`src/rtl/fir_output_decimator_if.sv`:
```
// Output stream bundle of the FIR decimator.
//   m_data  : signed sample at the FIFO head (master -> slave)
//   m_valid : FIFO holds at least one sample (master -> slave)
//   m_ready : downstream accepts m_data this cycle (slave -> master)
interface fir_output_decimator_if #(
  parameter int W = 16
);
  logic [W-1:0] m_data;
  logic         m_valid;
  logic         m_ready;

  modport master (output m_data, output m_valid, input m_ready);
  modport slave  (input m_data, input m_valid, output m_ready);
endinterface

```
`src/rtl/fir_output_decimator.sv`:
```
// Consumer end of the FIR output stream: keeps one sample in DECIM, requantizes
// it to OUT_WIDTH bits (round-half-up, saturating) and buffers the result in a
// small FIFO drained over a valid/ready handshake. Never stalls upstream.
// Ports:
//   clk, rst   : clock, synchronous active-high reset
//   y_in, in_en: FIR output sample and its enable
//   m_if       : output stream (m_data / m_valid / m_ready)
//   sat_pulse  : stage-2 register holds a saturated valid sample
//   ovf, ovf_clr: sticky FIFO-overflow flag and its clear
//   fill       : FIFO occupancy, 0..FIFO_DEPTH
module fir_output_decimator #(
  parameter int IN_WIDTH   = 40,
  parameter int OUT_WIDTH  = 16,
  parameter int DECIM      = 4,
  parameter int FIFO_DEPTH = 8
) (
  input  logic                          clk,
  input  logic                          rst,
  input  logic [IN_WIDTH-1:0]           y_in,
  input  logic                          in_en,
  fir_output_decimator_if.master        m_if,
  output logic                          sat_pulse,
  output logic                          ovf,
  input  logic                          ovf_clr,
  output logic [$clog2(FIFO_DEPTH):0]   fill
);
  localparam int SH   = IN_WIDTH - OUT_WIDTH;
  localparam int QW   = OUT_WIDTH + 1;
  localparam int PH_W = (DECIM > 1) ? $clog2(DECIM) : 1;
  localparam int AW   = $clog2(FIFO_DEPTH);
  localparam int FW   = AW + 1;
  localparam logic [IN_WIDTH:0] HALF = {{IN_WIDTH{1'b0}}, 1'b1} << (SH - 1);

  logic [PH_W-1:0]      phase_q, phase_d;
  logic                 keep;
  logic [IN_WIDTH-1:0]  s1_q;
  logic                 s1_vld_q;
  logic [IN_WIDTH:0]    r;
  logic [QW-1:0]        q_top;
  logic                 sat_hi, sat_lo;
  logic [OUT_WIDTH-1:0] s2_d, s2_q;
  logic                 s2_vld_q, s2_sat_q;
  logic [OUT_WIDTH-1:0] mem_q [FIFO_DEPTH];
  logic [AW-1:0]        wr_ptr_q, rd_ptr_q;
  logic [FW-1:0]        fill_q, fill_d;
  logic [OUT_WIDTH-1:0] last_q;
  logic                 ovf_q;
  logic                 full, pop, push, drop;

  assign keep = in_en && (phase_q == '0);

  always_comb begin
    phase_d = phase_q;
    if (in_en) phase_d = (phase_q == PH_W'(DECIM - 1)) ? '0 : phase_q + 1'b1;
  end

  // Sign-extend to IN_WIDTH+1 so adding the half-LSB cannot wrap; the upper
  // OUT_WIDTH+1 bits of the sum are the rounded quotient. Saturation is
  // exactly the case where its top two bits disagree.
  always_comb begin
    r      = {s1_q[IN_WIDTH-1], s1_q} + HALF;
    q_top  = QW'(r >> SH);
    sat_hi = ~q_top[QW-1] &  q_top[QW-2];
    sat_lo =  q_top[QW-1] & ~q_top[QW-2];
    if (sat_hi)      s2_d = {1'b0, {(OUT_WIDTH-1){1'b1}}};
    else if (sat_lo) s2_d = {1'b1, {(OUT_WIDTH-1){1'b0}}};
    else             s2_d = q_top[OUT_WIDTH-1:0];
  end

  assign full = (fill_q == FW'(FIFO_DEPTH));
  assign pop  = (fill_q != '0) && m_if.m_ready;
  // A full FIFO still accepts a push when the head leaves in the same cycle.
  assign push = s2_vld_q && (!full || pop);
  assign drop = s2_vld_q && full && !pop;

  always_comb begin
    fill_d = fill_q;
    case ({push, pop})
      2'b10:   fill_d = fill_q + 1'b1;
      2'b01:   fill_d = fill_q - 1'b1;
      default: fill_d = fill_q;
    endcase
  end

  always_ff @(posedge clk) begin
    if (rst) begin
      phase_q  <= '0;
      s1_q     <= '0;
      s1_vld_q <= 1'b0;
      s2_q     <= '0;
      s2_vld_q <= 1'b0;
      s2_sat_q <= 1'b0;
      wr_ptr_q <= '0;
      rd_ptr_q <= '0;
      fill_q   <= '0;
      last_q   <= '0;
      ovf_q    <= 1'b0;
    end else begin
      phase_q  <= phase_d;
      s1_vld_q <= keep;
      if (keep) s1_q <= y_in;
      s2_vld_q <= s1_vld_q;
      s2_sat_q <= s1_vld_q && (sat_hi || sat_lo);
      if (s1_vld_q) s2_q <= s2_d;
      if (push) wr_ptr_q <= wr_ptr_q + 1'b1;
      if (pop) begin
        rd_ptr_q <= rd_ptr_q + 1'b1;
        last_q   <= mem_q[rd_ptr_q];
      end
      fill_q <= fill_d;
      if (drop)         ovf_q <= 1'b1;
      else if (ovf_clr) ovf_q <= 1'b0;
    end
  end

  // Storage needs no reset: an entry is only read while fill covers it.
  always_ff @(posedge clk) begin
    if (push) mem_q[wr_ptr_q] <= s2_q;
  end

  // When empty, m_data keeps showing the last sample handed downstream.
  assign m_if.m_valid = (fill_q != '0);
  assign m_if.m_data  = (fill_q != '0) ? mem_q[rd_ptr_q] : last_q;
  assign sat_pulse    = s2_sat_q;
  assign ovf          = ovf_q;
  assign fill         = fill_q;
endmodule
```
`src/flat_wrapper.sv`:
```
// flat-port wrapper written by rule: the top's interface ports become plain ports
module fir_output_decimator_flat 
#(
  parameter int IN_WIDTH   = 40,
  parameter int OUT_WIDTH  = 16,
  parameter int DECIM      = 4,
  parameter int FIFO_DEPTH = 8
)
  (clk, rst, y_in, in_en, sat_pulse, ovf, ovf_clr, fill, m_if_m_data, m_if_m_valid, m_if_m_ready);
  fir_output_decimator_if m_if_i ();
  input  logic clk;
  input  logic rst;
  input  logic [IN_WIDTH-1:0] y_in;
  input  logic in_en;
  output logic sat_pulse;
  output logic ovf;
  input  logic ovf_clr;
  output logic [$clog2(FIFO_DEPTH):0] fill;
  output wire logic [$bits(m_if_i.m_data)-1:0] m_if_m_data;
  output wire logic [$bits(m_if_i.m_valid)-1:0] m_if_m_valid;
  input wire logic [$bits(m_if_i.m_ready)-1:0] m_if_m_ready;
  assign m_if_m_data = m_if_i.m_data;
  assign m_if_m_valid = m_if_i.m_valid;
  assign m_if_i.m_ready = m_if_m_ready;
  fir_output_decimator #(.IN_WIDTH(IN_WIDTH), .OUT_WIDTH(OUT_WIDTH), .DECIM(DECIM), .FIFO_DEPTH(FIFO_DEPTH)) u_core (.clk(clk), .rst(rst), .y_in(y_in), .in_en(in_en), .m_if(m_if_i), .sat_pulse(sat_pulse), .ovf(ovf), .ovf_clr(ovf_clr), .fill(fill));
endmodule
```
`config.mk`:
```
export PLATFORM = sky130hd
export DESIGN_NAME = fir_output_decimator_flat
export DESIGN_NICKNAME = d
export VERILOG_FILES = /design/src/rtl/fir_output_decimator_if.sv /design/src/rtl/fir_output_decimator.sv /design/src/flat_wrapper.sv
export SDC_FILE = /design/constraint.sdc
export NUM_CORES = 1
export LEC_CHECK = 0
export ABC_AREA = 1
export CORE_AREA = 2 2 131 133
export CTS_CLUSTER_SIZE = 24
export DETAILED_ROUTE_END_ITERATION = 16
export DIE_AREA = 0 0 133 135
export DONT_BUFFER_PORTS = 1
export GPL_TIMING_DRIVEN = 1
export PLACE_DENSITY = 0.73
export SYNTH_ARGS = -nofsm -noshare
export SYNTH_HDL_FRONTEND = slang
export SYNTH_SLANG_ARGS = --single-unit
```
`constraint.sdc`:
```
create_clock -name clk -period 5.3 [get_ports clk]
set_clock_uncertainty 0.15 [all_clocks]
set_input_delay 1.06 -clock clk [delete_from_list [all_inputs] [get_ports clk]]
set_output_delay 1.06 -clock clk [all_outputs]
set_load 0.02 [all_outputs]
```
==> results.md, run 1 <==
- Boundary Pins: 68
- First-pass detailed-route iteration total: 5
- Crit path launch type: flop
- PwrDens: 495 mW/mm²
- Mapped Cells: 795
- Top_reg_cell synth: edfxtp_1
- Fin crit share: 0.684
- Commonest non-fill, non-tap cell in the layout: nor2_1
- Clock tree from TritonCTS: yes
- CTS root buf: clkbuf_16
- Die ar.: 0.0180 mm²
- Critical Path AT: 2.41 ns
- Finished Cell Area: 0.00884 mm²
- Post-route ant nets: 0
- First-pass GRT wire length: 24,000 µm
- Critical path class: flop to output port
- Clk Latency, worst-skew pair: 0.43 ns
- Clock transition at path regs: 0.06 ns
- Worst min-delay path category: flop to flop
- Vias in the first global route: 4,734
- # setup viols final: 0
- Total power: 4.38 mW
- Drt drc: 0
- Slowest library cell on the worst path: inv_2
- Hold path startpoint: u_core.rd_ptr_q[2]
- Crit-path cells: inv_2 -> o21ai_0 -> o21ai_0 -> o21ai_1 -> o21ai_1
- Remaining global-route overflow: 0
- EDFF count, synth: 128
- RSZ-0062 raised after global routing: no
- Outcome: completed
- H-tree levels: 4
- Synth Area in XOR/XNOR: 0.00216
- FF/Latch Area: 0.00521 mm²
- Nets: 837
- P&R area growth vs syn: 8.99%
- Footprint of the multi-input gates: 0.00248 mm²
- Leak: 3.10 nW
- Syn_nets: 848
- Most frequent cells in the layout: nor2_1, edfxtp_1, o21ai_0
- Reg-to-reg critical path startpoint: u_core.s1_q[23]
- M3 GR Usage: 0.0372
- Port bufs: 0
- Vias/cell: 5.32
- Sink Count: 196
- Main combinational cell family by area after synthesis: compound AO/OA/AOI/OAI gates
- Simple-Gate Fraction of Synth Area: 0.127
- Seq cells post-synth: 196
- Worst Path Max Fanout: 64
- Diode count: 0
- Post-Syn Area: 0.00811 mm²
- GRT Overall Usage: 0.174
- Synth Area in Compound Gates: 0.165
- Hold Buf Count CTS: 0
- CP max stage delay: 0.73 ns
- CTS max path bufs: 2
- Wire length per cell: 14.6 µm
- Initial Util: 0.494
- Mux contribution to synthesized area: 0
- Worst Path Required: 4.09 ns
- Setup bufs post-CTS: 0
- Yosys cell types: 31
- Fin crit period: 3.62 ns
- Number of gates resized after cts: 0
- Fmax: 0.276 GHz
- Slew HR: 0.316
- Cell Area, Placed: 0.00823 mm²
- CP endpoint kind: output port
- Setup TNS Final: 0 ns
- Pin count of the biggest net entering global routing: 65
- Die width: 133 µm
- Routed WL: 14,900 µm
- Critical path's top delay family: compound AO/OA/AOI/OAI gates
- Dpl hpwl: 9240 µm
- CTS buffer count: 17
- Initial antenna violation count: 0
- Peak supply drop: 0.305 mV
- Max-slew violation count: 0
- Sequential cell area fraction in the yosys report: 0.642
- Final core occ: 0.539
- Post-synth ARST share: 0
- Slew @ Worst Pin: 1.02 ns
- Syn Area/Cell: 10.2 µm²
- Buf/Inv on CP: 1
- Layout cells sized above 1: 0.0740
- Row Count: 47
- Total number of vias: 5,415
- Max-cap viol count: 0
- Grt met2 use: 0.275
- Core area: 0.0164 mm²
- Initial detailed-routing violation count: 413
- Worst hold slack: 0.316 ns
- Final Hold Viols: 0
- Post-Synth Adder-Cell Area: 0.0123
- Fillers: 1,406
- M1 GR Usage: 0.239
- Chip height: 135 µm
- Ys Warns: 0
- GR peak layer: met2
- GP Congestion: 0.816
==> Yosys cell counts, types with 2 or more instances <==
master,number,area share
a21oi_1,57,0.035
inv_2,3,0.0014
buf_4,4,0.0037
dfxtp_1,68,0.17
buf_6,6,0.0083
nand3_1,20,0.012
nand2_2,4,0.0031
buf_2,16,0.0099
edfxtp_1,128,0.47
inv_1,41,0.019
nand2_1,64,0.030
o21ai_0,127,0.078
nand2_4,2,0.0028
nor3_1,2,0.0012
xor2_1,2,0.0022
o211ai_1,18,0.017
o21ai_1,49,0.030
nor2_2,3,0.0023
nor2_1,143,0.066
clkbuf_1,11,0.0051
o21bai_1,2,0.0019
ha_1,8,0.012
nor2_4,2,0.0028
clkbuf_2,3,0.0019
nand4_1,6,0.0046
==> cell type report <==
class / count / area share
Clock buffer: 20 / 0.0494
Clock inverter: 12 / 0.0202
Inverter: 45 / 0.0191
Multi-Input combinational cell: 512 / 0.281
Sequential cell: 196 / 0.589
Tap cell: 220 / 0.0311
Timing Repair Buffer: 12 / 0.0102
==> worst register-to-register path, stage by stage, from the launching register on <==
cell and delay (ns):
dfxtp_1 0.36, ha_1 0.21, nand3_1 0.16, inv_1 0.13
nand2_1 0.11, nor2_1 0.18, xor2_1 0.22, inv_1 0.07
ha_1 0.17, nor2_1 0.69, inv_1 0.09, nor2_1 0.15
nor2_1 0.04
==> cells by family after synthesis <==
group / after synthesis
AO/OA/AOI/OAI: 255
XOR/XNOR: 2
adder cells (fa/ha/maj): 8
buffers and inverters: 87
flip-flops: 196
AND/OR/NAND/NOR: 247
==> report_power, final <==
part           total, mW  switching (mW)  leakage [nW]  internal (mW)
clock               1.32           0.531         0.299          0.791
sequential          1.86           0.117          1.74           1.75
combinational       1.19           0.886          1.06          0.304
total               4.38            1.53          3.10           2.84
==> flip-flops by register name, summed over array words and instances (netlist names), named ones only <==
register and flops:
u_core.fill 4, u_core.last_q 16, u_core.mem_q 128, u_core.ovf 1
u_core.phase_q 2, u_core.rd_ptr_q 3, u_core.s1_q 17, u_core.s1_vld_q 1
u_core.s2_q 16, u_core.s2_vld_q 1, u_core.sat_pulse 1, u_core.wr_ptr_q 3
==> final timing paths <==
kind | to | slack [ns] | cells past startpoint
worst max-delay path | m_if_m_data[5] | 1.68 | 5
worst min-delay path | u_core.rd_ptr_q[2] | 0.32 | 2
worst max register to register | u_core.s2_q[13] | 2.46 | 12
worst min register to register | u_core.rd_ptr_q[2] | 0.32 | 2
==> through the flow <==
step | std cells | setup slack (ns)
final | 1017 | 1.68
after global routing | 1017 | 1.42
after CTS | 1017 | 1.62
after detailed placement | 985 | 2.09
after global placement | 985 | 2.13
after floorplan | 795 | 2.59
==> metal layers <==
| metal | wire [µm] | up-vias |
|---|---|---|
| li1 | - | 2759 |
| met3 | 737 | 18 |
| met4 | 214 | 0 |
| met2 | 6720 | 120 |
| met1 | 7200 | 2518 |
| met5 | 0 | - |
Power figures use the tool's default switching activity.
==> run 2: changes to the inputs <==
--- a/config.mk
+++ b/config.mk
@@ -5,14 +5,14 @@
 export SDC_FILE = /design/constraint.sdc
 export NUM_CORES = 1
 export LEC_CHECK = 0
-export ABC_AREA = 1
-export CORE_AREA = 2 2 131 133
+export ABC_AREA = 0
+export CORE_AREA = 2 2 129 131
 export CTS_CLUSTER_SIZE = 24
 export DETAILED_ROUTE_END_ITERATION = 16
-export DIE_AREA = 0 0 133 135
+export DIE_AREA = 0 0 131 133
 export DONT_BUFFER_PORTS = 1
 export GPL_TIMING_DRIVEN = 1
-export PLACE_DENSITY = 0.73
+export PLACE_DENSITY = 0.74
 export SYNTH_ARGS = -nofsm -noshare
 export SYNTH_HDL_FRONTEND = slang
 export SYNTH_SLANG_ARGS = --single-unit
==> constraint.sdc (replaced) <==
create_clock -name clk -period 3.35 [get_ports clk]
set_clock_uncertainty 0.15 [all_clocks]
set_input_delay 0.67 -clock clk [delete_from_list [all_inputs] [get_ports clk]]
set_output_delay 0.67 -clock clk [all_outputs]
set_load 0.02 [all_outputs]
==> run 2 against run 1 <==
Net effect: global-route usage grew 0.77 points; sequential share of layout area shrank 0.73 points; die area shrank 3.0%; combinational power grew 22%; register-to-register slack lost 2.0 ns; setup slack lost 1.4 ns; core utilization grew 1.5 points; sequential cell count is the same; critical path depth is the same; area after synthesis shrank 2.2%; via count shrank 16%; first-iteration DRC count shrank 6.1%; largest cell class unchanged; largest power group unchanged; highest routed layer unchanged.
==> results.md, run 2 <==
- Outcome: completed
- Most frequent cells in the layout: edfxtp_1, dfxtp_1, nor2_1
- Fin crit share: 0.904
- CTS max path bufs: 2
- Ys Warns: 0
- H-tree levels: 4
- Max-slew violation count: 0
- Final Hold Viols: 0
- Boundary Pins: 68
- Worst Path Max Fanout: 32
- Internal power: 4.65 mW
- Worst reg2reg endpoint: u_core.s2_q[2]
- Row Count: 47
- Leak: 2.96 nW
- Worst hold slack: 0.150 ns
- Worst Path Required: 2.53 ns
- Port bufs: 0
- Post-synth ARST share: 0
- Layout cells sized above 1: 0.163
- Cell taking the most area after synthesis: edfxtp_1
- Fin crit period: 3.03 ns
- Core area: 0.0162 mm²
- Setup TNS Final: 0 ns
- Switching share of power: 0.284
- Diode count: 0
- CP max stage delay: 0.53 ns
- Reg-to-reg critical path startpoint: u_core.s1_q[30]
- Vias/cell: 5.55
- GP Congestion: 0.801
- Slew @ Worst Pin: 0.976 ns
- WHS Endpoint: u_core.s1_q[36]
- CTS buffer count: 17
- Layout Cells excl Fill: 823
- Syn_nets: 629
- Critical path class: flop to output port
- Fillers: 1,303
- # setup viols final: 0
- Biggest registers after layout: u_core.mem_q x128, u_core.s1_q x17
- Vias in the first global route: 4,627
- Syn Area/Cell: 13.8 µm²
- Peak supply drop: 0.422 mV
- Share of total power in combinational logic: 0.223
- Routed WL: 14,600 µm
- Crit path launch type: flop
- First-pass detailed-route iteration total: 6
- Wire length per cell: 17.7 µm
- Yosys cell types: 52
- Initial antenna violation count: 0
- PwrDens: 726 mW/mm²
- Hold path startpoint: rst
- Max-cap viol count: 0
- CTS root buf: clkbuf_16
- Top cell type's share of synthesized area: 0.484
- Flop pwr share: 0.442
- Top_reg_cell synth: edfxtp_1
- Dpl cells: 791
- Worst min-delay path category: input port to flop
- Cell with the most instances after synthesis: edfxtp_1
- RSZ-0062 raised after global routing: no
- Post-route ant nets: 0
- Clock transition at path regs: 0.06 ns
- Fmax: 0.330 GHz
- Final core occ: 0.554
- GRT Overall Usage: 0.182
- Number of gates resized after cts: 0
- EDFF count, synth: 128
- FF/Latch Area: 0.00521 mm²
- Mapped Cells: 576
- Slew HR: 0.347
- Hold Buf Count CTS: 0
- Chip height: 133 µm
- Initial Util: 0.491
- Sink Count: 196
- Finished Cell Area: 0.00895 mm²
- Post-Syn Area: 0.00794 mm²
- Critical Path AT: 2.21 ns
- Seq cells post-synth: 196
- Cell Area, Placed: 0.00832 mm²
- Footprint of the multi-input gates: 0.00257 mm²
- Synth top cells by count: edfxtp_1, dfxtp_1, nor2_1
- Hold path cells: 1
- Initial detailed-routing violation count: 388
- P&R area growth vs syn: 12.8%
- FF-to-FF setup slack: 0.50 ns
- Commonest non-fill, non-tap cell in the layout: edfxtp_1
- Die ar.: 0.0174 mm²
- Die width: 131 µm
- Pin count of the biggest net entering global routing: 68
- Sequential cell area fraction in the yosys report: 0.656
- Clock share of power: 0.335
- Setup bufs post-CTS: 0
- Slowest library cell on the worst path: mux4_2
- Nets: 643
- Remaining global-route overflow: 0
- Total number of vias: 4,571
- Clk Latency, worst-skew pair: 0.43 ns
- Drt drc: 0
- Clock tree from TritonCTS: yes
- CP endpoint kind: output port
- Dpl hpwl: 9170 µm
- Switching power: 1.85 mW
- FF-to-FF path depth: 7
- Biggest register: u_core.mem_q
- Main area contributors after synthesis: edfxtp_1, dfxtp_1, mux4_2
- Crit-path cells: buf_12 -> mux4_2 -> mux2i_1 -> a21oi_1 -> buf_4
- Max reg flops: 128
- First-pass GRT wire length: 23,800 µm
run 2: cell count changes after synthesis, sizes merged, moves of 15 or more:
cell	change
a211oi	+26
o211ai	-15
mux4	+32
o21ai	-168
nor2	-82
a21oi	-21
inv	-38
mux2i	+22
nand2	-22
run 2: critical path, delay by kind of cell, from the launching register on:
| kind | cells | cell delay (ns) |
|---|---|---|
| muxes | 2 | 0.87 |
| buffers and inverters | 2 | 0.43 |
| DFF | 1 | 0.34 |
| AOI/OAI and AO/OA | 1 | 0.13 |
run 2: layer usage:
| layer | track usage | vias up | wire (µm) |
|---|---|---|---|
| met3 | 0.0485 | 12 | 758 |
| met4 | 0.0556 | 0 | 142 |
| met5 | 0 | - | 0 |
| li1 | - | 2203 | - |
| met1 | 0.241 | 2245 | 6350 |
| met2 | 0.295 | 111 | 7350 |
run 2: logic make-up (layout without fill, tap and decap cells):
| logic type | after synthesis | in the layout | share of synthesized area |
|---|---|---|---|
| buffers and inverters | 41 | 68 | 0.0218 |
| multiplexers | 56 | 56 | 0.121 |
| XOR/XNOR | 11 | 11 | 0.0121 |
| adder cells (fa/ha/maj) | 8 | 8 | 0.0126 |
| AND/OR/NAND/NOR | 170 | 170 | 0.0990 |
| AO/OA/AOI/OAI | 94 | 94 | 0.0773 |
| flip-flops | 196 | 196 | 0.656 |
run 2: worst max-delay path by stage:
stage                               start                  to  slack, ns  cells past startpoint
after floorplan            u_core.fill[1]  u_core.mem_q[0][0]       0.41                      5
after global placement    u_core.s1_q[30]      u_core.s2_q[2]       0.60                      7
after detailed placement  u_core.s1_q[30]      u_core.s2_q[2]       0.50                      7
after CTS                            flop     m_if_m_data[12]       0.27                      5
after global routing      u_core.s1_q[31]      u_core.s2_q[2]       0.16                      7
final                                flop     m_if_m_data[12]       0.32                      5
run 2: metrics by stage:
stage | total power [mW] | setup WS, ns
floorplan | 3.90 | 0.405
global placement | 4.32 | 0.603
detailed placement | 4.38 | 0.498
CTS | 6.54 | 0.272
global route | 6.79 | 0.162
finish | 6.50 | 0.320
run 2: layout make-up:
cell class,instances,area share
clock buffers,22,0.0507
clock inverters,10,0.0203
inverters,6,0.00252
multi-input cells,339,0.288
flip-flops and latches,196,0.582
well taps,220,0.0307
repair buffers,30,0.0266
run 2: power groups by stage:
stage	Sequential [mW]	Combinational [mW]	Clock, mW
finish	2.87	1.45	2.18
CTS	2.87	1.46	2.21
detailed placement	2.92	1.45	0
global route	2.89	1.60	2.30
floorplan	2.87	1.03	0
global placement	2.90	1.42	0
==> run 3: changes to the inputs <==
--- a/config.mk
+++ b/config.mk
@@ -12,7 +12,6 @@
 export DIE_AREA = 0 0 131 133
 export DONT_BUFFER_PORTS = 1
 export GPL_TIMING_DRIVEN = 1
-export PLACE_DENSITY = 0.74
 export SYNTH_ARGS = -nofsm -noshare
 export SYNTH_HDL_FRONTEND = slang
 export SYNTH_SLANG_ARGS = --single-unit
==> run 3 against run 2 <==
Net effect: via count is 1.2% higher; non-clock buffer count is 2 higher; first-iteration DRC count fell by 15%; sequential share of layout area up 0.40 points; sequential power barely moved; critical path type unchanged; critical endpoint unchanged; highest routed layer unchanged.
==> results.md, run 3 (synthesized netlist as in run 2, its figures left out) <==
- Crit path launch type: flop
- Critical path's top delay family: multiplexers
- Crit. path cell count: 5
- Worst min-delay path category: input port to flop
- Footprint of the multi-input gates: 0.00257 mm²
- Worst hold slack: 0.177 ns
- Row Count: 47
- Vias/cell: 5.61
- Final core occ: 0.550
- Fin crit period: 3.10 ns
- Critical Path AT: 2.28 ns
- Wire length per cell: 17.8 µm
- Sink Count: 196
- Dpl hpwl: 9200 µm
- FF/Latch Area: 0.00521 mm²
- Reg-to-reg critical path startpoint: u_core.s1_q[30]
- Commonest non-fill, non-tap cell in the layout: edfxtp_1
- Routed WL: 14,700 µm
- Finished Cell Area: 0.00889 mm²
- Nets: 645
- H-tree levels: 4
- Max-slew violation count: 0
- Clock share of power: 0.306
- Setup TNS Final: 0 ns
- Slew @ Worst Pin: 0.597 ns
- FF-to-FF path depth: 7
- GRT Overall Usage: 0.183
- Slowest library cell on the worst path: mux4_2
- First-pass detailed-route iteration total: 4
- Critical path class: flop to output port
- Boundary Pins: 68
- Core area: 0.0162 mm²
- CP endpoint kind: output port
- RSZ-0062 raised after global routing: no
- Flop pwr share: 0.461
- Share of total power in combinational logic: 0.233
- Layout Cells excl Fill: 825
- Initial antenna violation count: 0
- Worst Path Required: 2.53 ns
- Clock tree from TritonCTS: yes
- CP Capture Point: m_if_m_data[12]
- Leak: 2.93 nW
- Initial detailed-routing violation count: 329
- Fin crit share: 0.926
- Number of gates resized after cts: 0
- Max-cap viol count: 0
- CTS root buf: clkbuf_16
- # setup viols final: 0
- Cell Area, Placed: 0.00834 mm²
- CTS max path bufs: 2
- Worst reg2reg endpoint: u_core.s2_q[2]
- Switching power: 1.83 mW
- Fmax: 0.322 GHz
- Outcome: completed
- CTS buffer count: 17
- Biggest registers after layout: u_core.mem_q x128, u_core.s1_q x17
- Pre-CTS WS: 0.564 ns
- Final Hold Viols: 0
- Initial Util: 0.491
- PnR worst setup slack: 0.248 ns
- Buf/Inv on CP: 2
- FF-to-FF setup slack: 0.58 ns
- Max reg flops: 128
- Switching share of power: 0.293
- Worst Path Max Fanout: 32
- Vias in the first global route: 4,603
- Diode count: 0
- Slew HR: 0.602
- Clock transition at path regs: 0.06 ns
- CP max stage delay: 0.55 ns
- Post-route ant nets: 0
- Die width: 131 µm
- Peak supply drop: 0.394 mV
- First-pass GRT wire length: 23,700 µm
- Remaining global-route overflow: 0
- Most frequent cells in the layout: edfxtp_1, dfxtp_1, nor2_1
- Pin count of the biggest net entering global routing: 68
- Biggest register: u_core.mem_q
- GP Congestion: 0.770
- Setup bufs post-CTS: 0
- P&R area growth vs syn: 12.0%
- Die ar.: 0.0174 mm²
- Total number of vias: 4,626
- Layout cells sized above 1: 0.159
- Port bufs: 0
- PwrDens: 700 mW/mm²
- Crit-path cells: buf_12 -> mux4_2 -> mux2i_1 -> a21oi_1 -> buf_4
- Drt drc: 0
- Clk Latency, worst-skew pair: 0.43 ns
- Dpl cells: 793
- Total power: 6.22 mW
- Hold Buf Count CTS: 0
- Fillers: 1,332
- Internal power: 4.39 mW
- Chip height: 133 µm
==> run 3: final cells by class <==
class,count,share of cell area
Clock buffer,20,0.0491
Inverter,6,0.00253
Sequential cell,196,0.586
Clock inverter,12,0.0131
Multi-Input combinational cell,339,0.289
Tap cell,220,0.0310
Timing Repair Buffer,32,0.0298
==> run 3: worst min-delay path by stage <==
stage,endpoint,from,depth (start not counted)
finish,u_core.last_q[5],rst,1
global route,u_core.s1_q[23],rst,1
CTS,u_core.s1_q[37],rst,1
detailed placement,u_core.s1_q[27],u_core.s1_q[27],2
global placement,u_core.wr_ptr_q[0],u_core.wr_ptr_q[0],2
floorplan,u_core.s1_q[29],u_core.s1_q[29],2
==> run 3: metal layers <==
metal,vias to the layer above,global-route usage,wire (µm)
li1,2207,-,-
met1,2311,0.234,6600
met2,93,0.303,7290
met3,15,0.0489,610
met4,0,0.0573,182
met5,-,0,0
==> run 3: power by group through the flow <==
stage / sequential, mW / combinational [mW] / clock [mW]
after floorplan: 2.87 / 1.03 / 0
after global routing: 2.89 / 1.60 / 2.04
final: 2.87 / 1.45 / 1.90
after detailed placement: 2.92 / 1.47 / 0
after global placement: 2.91 / 1.44 / 0
after CTS: 2.87 / 1.47 / 1.95
==> run 3: worst register-to-register path, delay by kind of cell (launching register included) <==
kind	cells	cell delay, ns
flip-flops	1	0.44
XOR/XNOR	1	0.19
AND/OR/NAND/NOR	3	0.98
adder cells (fa/ha/maj)	1	0.44
AO/OA/AOI/OAI	1	0.22
buffers and inverters	1	0.24
